===== src/rtl/net_pkg.sv =====
// net_pkg: shared definitions for the network link controller.
//   frame_t        44-bit link frame
//   *_LSB/_W       field positions and widths inside a frame
//   frame_fields_t unpacked view of the frame payload
//   link_state_e   transmit FSM states
//   frame_pack / frame_unpack convert between the two views (reserved bits 0)
package net_pkg;
  localparam int FRAME_W  = 44;
  localparam int POS_W    = 11;
  localparam int DIR_W    = 9;
  localparam int GAME_W   = 3;
  localparam int X_LSB    = 33;
  localparam int Y_LSB    = 21;
  localparam int DIR_LSB  = 11;
  localparam int GAME_LSB = 5;
  localparam int RST_BIT  = 3;

  typedef logic [FRAME_W-1:0] frame_t;

  typedef struct packed {
    logic [POS_W-1:0]  x;
    logic [POS_W-1:0]  y;
    logic [DIR_W-1:0]  dir;
    logic [GAME_W-1:0] game;
    logic              rst;
  } frame_fields_t;

  typedef enum logic [1:0] {ST_IDLE, ST_HOLD, ST_GAP} link_state_e;

  function automatic frame_t frame_pack(input frame_fields_t f);
    frame_t fr;
    fr = '0;
    fr[X_LSB +: POS_W]     = f.x;
    fr[Y_LSB +: POS_W]     = f.y;
    fr[DIR_LSB +: DIR_W]   = f.dir;
    fr[GAME_LSB +: GAME_W] = f.game;
    fr[RST_BIT]            = f.rst;
    return fr;
  endfunction

  function automatic frame_fields_t frame_unpack(input frame_t fr);
    frame_fields_t f;
    f.x    = fr[X_LSB +: POS_W];
    f.y    = fr[Y_LSB +: POS_W];
    f.dir  = fr[DIR_LSB +: DIR_W];
    f.game = fr[GAME_LSB +: GAME_W];
    f.rst  = fr[RST_BIT];
    return f;
  endfunction
endpackage


===== src/rtl/period_timer.sv =====
// period_timer: free-running 0..PERIOD_CYCLES-1 counter, tick high for the
// single cycle in which the counter wraps.
//   clk_in  clock
//   rst_n   async active-low reset (counter to 0)
//   tick    one-cycle wrap strobe; first one PERIOD_CYCLES edges after reset
module period_timer #(
  parameter int PERIOD_CYCLES = 833333
) (
  input  logic clk_in,
  input  logic rst_n,
  output logic tick
);
  localparam int CW = (PERIOD_CYCLES > 1) ? $clog2(PERIOD_CYCLES) : 1;
  localparam logic [CW-1:0] LAST = CW'(PERIOD_CYCLES - 1);

  logic [CW-1:0] cnt;

  assign tick = (cnt == LAST);

  always_ff @(posedge clk_in or negedge rst_n) begin
    if (!rst_n)    cnt <= '0;
    else if (tick) cnt <= '0;
    else           cnt <= cnt + CW'(1);
  end
endmodule


===== src/rtl/net_link_ctrl.sv =====
// net_link_ctrl: periodic local-state broadcast and opponent-state capture.
//   clk_in, rst_n                 clock, async active-low reset
//   player_x/y, direction,
//   game_stat                     local state, snapshotted at frame launch
//   reset_req                     request RESET_REPEAT reset-flagged frames
//   tx_valid/tx_data/tx_ready     frame handshake to the transmitter
//   rx_valid/rx_data              received frames (all-zero frames ignored)
//   opp_x/y/dir/game, opp_reset   last accepted opponent state, reset edge
//   link_up                       opponent heard within TIMEOUT_TICKS ticks
//   tx_count, drop_count          frames sent (wrapping), ticks lost (sat)
module net_link_ctrl
  import net_pkg::*;
#(
  parameter int PERIOD_CYCLES = 833333,
  parameter int TIMEOUT_TICKS = 30,
  parameter int RESET_REPEAT  = 3,
  parameter int GAP_CYCLES    = 64
) (
  input  logic              clk_in,
  input  logic              rst_n,
  input  logic [POS_W-1:0]  player_x,
  input  logic [POS_W-1:0]  player_y,
  input  logic [DIR_W-1:0]  direction,
  input  logic [GAME_W-1:0] game_stat,
  input  logic              reset_req,
  output logic              tx_valid,
  output frame_t            tx_data,
  input  logic              tx_ready,
  input  logic              rx_valid,
  input  frame_t            rx_data,
  output logic [POS_W-1:0]  opp_x,
  output logic [POS_W-1:0]  opp_y,
  output logic [DIR_W-1:0]  opp_dir,
  output logic [GAME_W-1:0] opp_game,
  output logic              opp_reset,
  output logic              link_up,
  output logic [15:0]       tx_count,
  output logic [7:0]        drop_count
);
  localparam int RW = $clog2(RESET_REPEAT + 1);
  localparam int GW = (GAP_CYCLES > 1) ? $clog2(GAP_CYCLES) : 1;
  localparam int TW = $clog2(TIMEOUT_TICKS + 1);
  localparam logic [GW-1:0] GAP_LAST = GW'(GAP_CYCLES - 1);
  localparam logic [TW-1:0] TO_MAX   = TW'(TIMEOUT_TICKS);

  link_state_e   state;
  logic          tick, tick_pend, prev_rst;
  logic [RW-1:0] rst_pend;
  logic [GW-1:0] gap_cnt;
  logic [TW-1:0] to_cnt;
  logic          launch_rst, launch_st, rx_take;
  frame_fields_t tx_f, rx_f;

  period_timer #(.PERIOD_CYCLES(PERIOD_CYCLES)) u_timer (
    .clk_in (clk_in),
    .rst_n  (rst_n),
    .tick   (tick)
  );

  // Reset frames win over a pending periodic frame.
  assign launch_rst = (state == ST_IDLE) && (rst_pend != '0);
  assign launch_st  = (state == ST_IDLE) && (rst_pend == '0) && tick_pend;
  assign rx_take    = rx_valid && (rx_data != '0);
  assign rx_f       = frame_unpack(rx_data);

  always_comb begin
    tx_f.x    = player_x;
    tx_f.y    = player_y;
    tx_f.dir  = direction;
    tx_f.game = game_stat;
    tx_f.rst  = launch_rst;
  end

  // Transmit FSM: tx_data is only written on launch, so it holds through HOLD.
  always_ff @(posedge clk_in or negedge rst_n) begin
    if (!rst_n) begin
      state    <= ST_IDLE;
      tx_valid <= 1'b0;
      tx_data  <= '0;
      tx_count <= '0;
      gap_cnt  <= '0;
    end else begin
      case (state)
        ST_IDLE: if (launch_rst || launch_st) begin
          tx_data  <= frame_pack(tx_f);
          tx_valid <= 1'b1;
          state    <= ST_HOLD;
        end
        ST_HOLD: if (tx_valid && tx_ready) begin
          tx_valid <= 1'b0;
          tx_count <= tx_count + 16'd1;
          gap_cnt  <= '0;
          state    <= ST_GAP;
        end
        ST_GAP: begin
          if (gap_cnt == GAP_LAST) state <= ST_IDLE;
          else                     gap_cnt <= gap_cnt + GW'(1);
        end
        default: state <= ST_IDLE;
      endcase
    end
  end

  // Pending work. A tick landing in the cycle its predecessor is consumed is
  // simply re-armed, not counted as a drop.
  always_ff @(posedge clk_in or negedge rst_n) begin
    if (!rst_n) begin
      tick_pend  <= 1'b0;
      drop_count <= '0;
      rst_pend   <= '0;
    end else begin
      if (tick) begin
        tick_pend <= 1'b1;
        if (tick_pend && !launch_st && drop_count != 8'hFF)
          drop_count <= drop_count + 8'd1;
      end else if (launch_st) begin
        tick_pend <= 1'b0;
      end
      if (reset_req)       rst_pend <= RW'(RESET_REPEAT);
      else if (launch_rst) rst_pend <= rst_pend - RW'(1);
    end
  end

  // Receive side and link supervision; an rx frame beats a same-cycle tick.
  always_ff @(posedge clk_in or negedge rst_n) begin
    if (!rst_n) begin
      opp_x     <= '0;
      opp_y     <= '0;
      opp_dir   <= '0;
      opp_game  <= '0;
      opp_reset <= 1'b0;
      prev_rst  <= 1'b0;
      link_up   <= 1'b0;
      to_cnt    <= '0;
    end else if (rx_take) begin
      opp_x     <= rx_f.x;
      opp_y     <= rx_f.y;
      opp_dir   <= rx_f.dir;
      opp_game  <= rx_f.game;
      opp_reset <= rx_f.rst && !prev_rst;
      prev_rst  <= rx_f.rst;
      link_up   <= 1'b1;
      to_cnt    <= '0;
    end else begin
      opp_reset <= 1'b0;
      if (tick && to_cnt != TO_MAX) begin
        to_cnt <= to_cnt + TW'(1);
        if (to_cnt == TO_MAX - TW'(1)) link_up <= 1'b0;
      end
    end
  end
endmodule


===== config.mk =====
export PLATFORM = sky130hd
export DESIGN_NAME = net_link_ctrl
export DESIGN_NICKNAME = d
export VERILOG_FILES = /design/src/rtl/net_pkg.sv /design/src/rtl/period_timer.sv /design/src/rtl/net_link_ctrl.sv
export SDC_FILE = /design/constraint.sdc
export NUM_CORES = 1
export LEC_CHECK = 0
export ABC_AREA = 1
export CAP_MARGIN = 10
export CORE_ASPECT_RATIO = 1.1
export CORE_MARGIN = 2
export CORE_UTILIZATION = 40
export CTS_CLUSTER_DIAMETER = 40
export DETAILED_ROUTE_END_ITERATION = 8
export PLACE_DENSITY = 0.69
export SLEW_MARGIN = 20
export SYNTH_ARGS = -nofsm -noshare
export SYNTH_HDL_FRONTEND = slang
export SYNTH_SLANG_ARGS = --single-unit

===== constraint.sdc =====
create_clock -name clk_in -period 2.3 [get_ports clk_in]
set_input_delay 0.345 -clock clk_in [delete_from_list [all_inputs] [get_ports clk_in]]
set_output_delay 0.345 -clock clk_in [all_outputs]
set_load 0.01 [all_outputs]

==> impl_metrics.yaml <==
grt:
  grt_pass1_vias: 5272
  grt_overflow: 0
  antenna_found_initial: 0
  grt_max_degree: 54
  grt_first_pass_wirelength_um: 25600
  grt_usage_pct: 19.5
synth:
  netlist_top_cells_count: "289 x nand2_1, 133 x dfrtp_1, 83 x nor2_1"
  synth_largest_area_cell: "dfrtp_1"
  postSynthCellCount: 774
  ys_warn_count: 0
  synthTopCellsByArea: "dfrtp_1 53%, nand2_1 17%, nor2_1 5.0%"
  syn_area_per_cell_sq_um: 8.12
  synthFlopType: "dfrtp_1"
  synth_top_cell_area_share_pct: 52.9
  yosysMostFrequentCell: "nand2_1"
  asyncSetResetFlopFracSynth_pct: 100
  synth-seq-cells: 133
  synth_edf_count: 0
  netlist_area_sq_um: 6290
  ys_types: 34
  yosysSeqAreaShare_pct: 52.9
sta:
  fin_tns_setup_ns: 0
  hold_viol: 0
  setup_viol: 0
  rsz0062_at_grt: "no"
  fin_crit_ns: 1.79
  fmax_mhz: 558
  whs_ns: 0.396
  maxSlewHeadroom_pct: 64.7
  fin_skew_ns: 0.0109
  slew_viol_final: 0
  worst_pin_slew_ns: 0.528
  period_share_pct: 78.0
  setup_ws_ns: 0.507
place:
  dp_hpwl_um: 11200
  pre_cts_slack_ns: 0.247
  placed_cell_area_sq_um: 8270
  place.port_buffers: 178
  place_congestion: 0.878
critical_path:
  crit_arrival_ns: 1.45
  cp_cell_sequence: "clkdlybuf4s50_1"
  worstPathRequired_ns: 1.96
  crit_end: "tx_count[3]"
  crit_type: "reg -> out"
  max_stage_delay_ns: 0.58
  cp-start-kind: "flip-flop"
  worst-path-buf-inv: 1
  cp_max_fo: 5
  ff2ff_setup_slack_ns: 0.56
  critPathTopFamily: "buffers and inverters"
  cp_num_cells: 1
  cpMaxStageDelayCell: "clkdlybuf4s50_1"
  rr_endpoint: "drop_count[0]"
  regToRegStartpoint: "u_timer.cnt[0]"
  ff2ff_path_depth: 9
  critPathLaunch: "tx_count[3]"
  end_kind: "output port"
floorplan:
  die_width_um: 124
  die_h_um: 135
  num_rows: 48
  floorplan.initialDensity_pct: 40.4
  design.die.area_sq_um: 16700
  core_area_sq_um: 15600
  pin_count: 188
pwr:
  irDropWorstVdd_v: 0.000726
  p_leak_uw: 0.00426
  total_power_uw: 8010
  power-per-cell-area_nw_per_um2: 907
route:
  routed_wl_um: 15300
  route.detailed.drc: 0
  ant_nets: 0
  vias: 5425
  drt_pass1_iterations: 4
  drt_iter0_markers: 218
  wl_per_cell_um: 13.0
  viasPerCell: 4.62
final_layout:
  fill_cells: 1420
  design_area_sq_um: 8830
  n_antenna_cell: 0
  syn_to_final_growth_pct: 40.5
  nNetsFinal: 1053
  drive_gt1_share_pct: 5.86
cts:
  numCtsBuffers: 17
  cts.sinks: 133
  htree_num_levels: 4
  clockBufferDepth: 2
  root_buffer: "clkbuf_16"
  post_cts_buffers: 0
  insertion_delay_ns: 0.42
  cts.clk_slew.worst_paths_ns: 0.06
  cts_tree: "done"
run_status:
  status: "finished, final reports clean"
min_path:
  hold_path.class: "in -> async"
flow_run:
  cap_violations: 0
## sequential cells by signal (all words and copies together) (netlist names), 3 cells and up
signal       flops
tx_data         35
opp_dir          9
opp_x           11
u_timer.cnt     20
opp_y           11
opp_game         3
to_cnt           5
gap_cnt          6
drop_count       8
tx_count        16
## repair_timing
action | 4_1_cts | 5_1_grt
endpoints found under the hold margin | 33 | 0
gates resized for setup | 0 | 0
hold buffers | 1 | 0
## logic make-up after synthesis
kind of cell    after synthesis  synth area share, %
compound gates               35                 3.02
other cells                   1               0.0596
buf+inv                      95                 6.71
fa+ha+maj                     9                 1.79
xor+xnor                     26                 3.62
simple gates                475                 31.9
flops                       133                 52.9
## power breakdown
| group | switching (uW) | internal (uW) |
|---|---|---|
| Clock | 1010 | 1500 |
| Sequential | 282 | 2810 |
| Combinational | 1220 | 1180 |
| Total | 2510 | 5490 |
## worst min-delay path by stage
stage	end	start	slack [ns]	cells past startpoint
floorplan	drop_count[0]	rst_n	0.05	0
global placement	tx_count[9]	rst_n	0.27	1
detailed placement	tx_count[9]	rst_n	0.27	1
CTS	tx_count[1]	rst_n	0.39	2
global route	gap_cnt[3]	rst_n	0.41	2
finish	tx_count[9]	rst_n	0.40	2
## layer usage
| metal | track usage [%] | routed length [um] | up-vias |
|---|---|---|---|
| li1 | - | - | 2773 |
| met1 | 24.6 | 6570 | 2509 |
| met2 | 31.1 | 7630 | 120 |
| met3 | 6.02 | 836 | 23 |
| met4 | 7.58 | 233 | 0 |
| met5 | 0 | 0 | - |
## cell usage in the layout, fill, tap and decap left out, types with 2 or more instances in the layout
cell             instances
clkdlybuf4s50_1        177
nand4_1                 21
nand2_1                289
o21ai_0                 19
a21oi_1                 11
clkinv_4                 2
buf_12                   2
clkinv_2                 6
nor2_4                   4
inv_1                   65
clkinvlp_4               3
o21ai_2                  2
conb_1                   9
xnor2_1                  4
nand3_1                 56
nor2_1                  83
nand3b_1                 2
clkbuf_16               17
xor2_1                  22
buf_4                    7
ha_1                     9
nand2_2                  4
dfrtp_1                133
nor3_1                   9
## per-stage QoR
step                      instances  utilization, %
final                          1173            56.8
after global routing           1173            56.8
after global placement         1141            53.2
after floorplan                 782               -
after detailed placement       1141            53.2
after CTS                      1173            56.8
## area by class of cell
class / count / area (sq um) / share of cell area [%]
clock buffers: 18 / 439 / 4.97
flip-flops and latches: 133 / 3330 / 37.7
clock inverters: 13 / 109 / 1.23
well taps: 200 / 250 / 2.83
multi-input cells: 554 / 2570 / 29.1
repair buffers: 188 / 1890 / 21.4
inverters: 67 / 251 / 2.85
## worst register-to-register path, stage by stage, from the launching register on
cell	delay [ns]
dfrtp_1	0.41
inv_1	0.07
ha_1	0.16
nand2_1	0.06
nor2_1	0.14
nand2_1	0.12
nor2_4	0.18
nand2_1	0.22
o21ai_0	0.22
nand2_1	0.07
(Power assumes the default switching activity.)
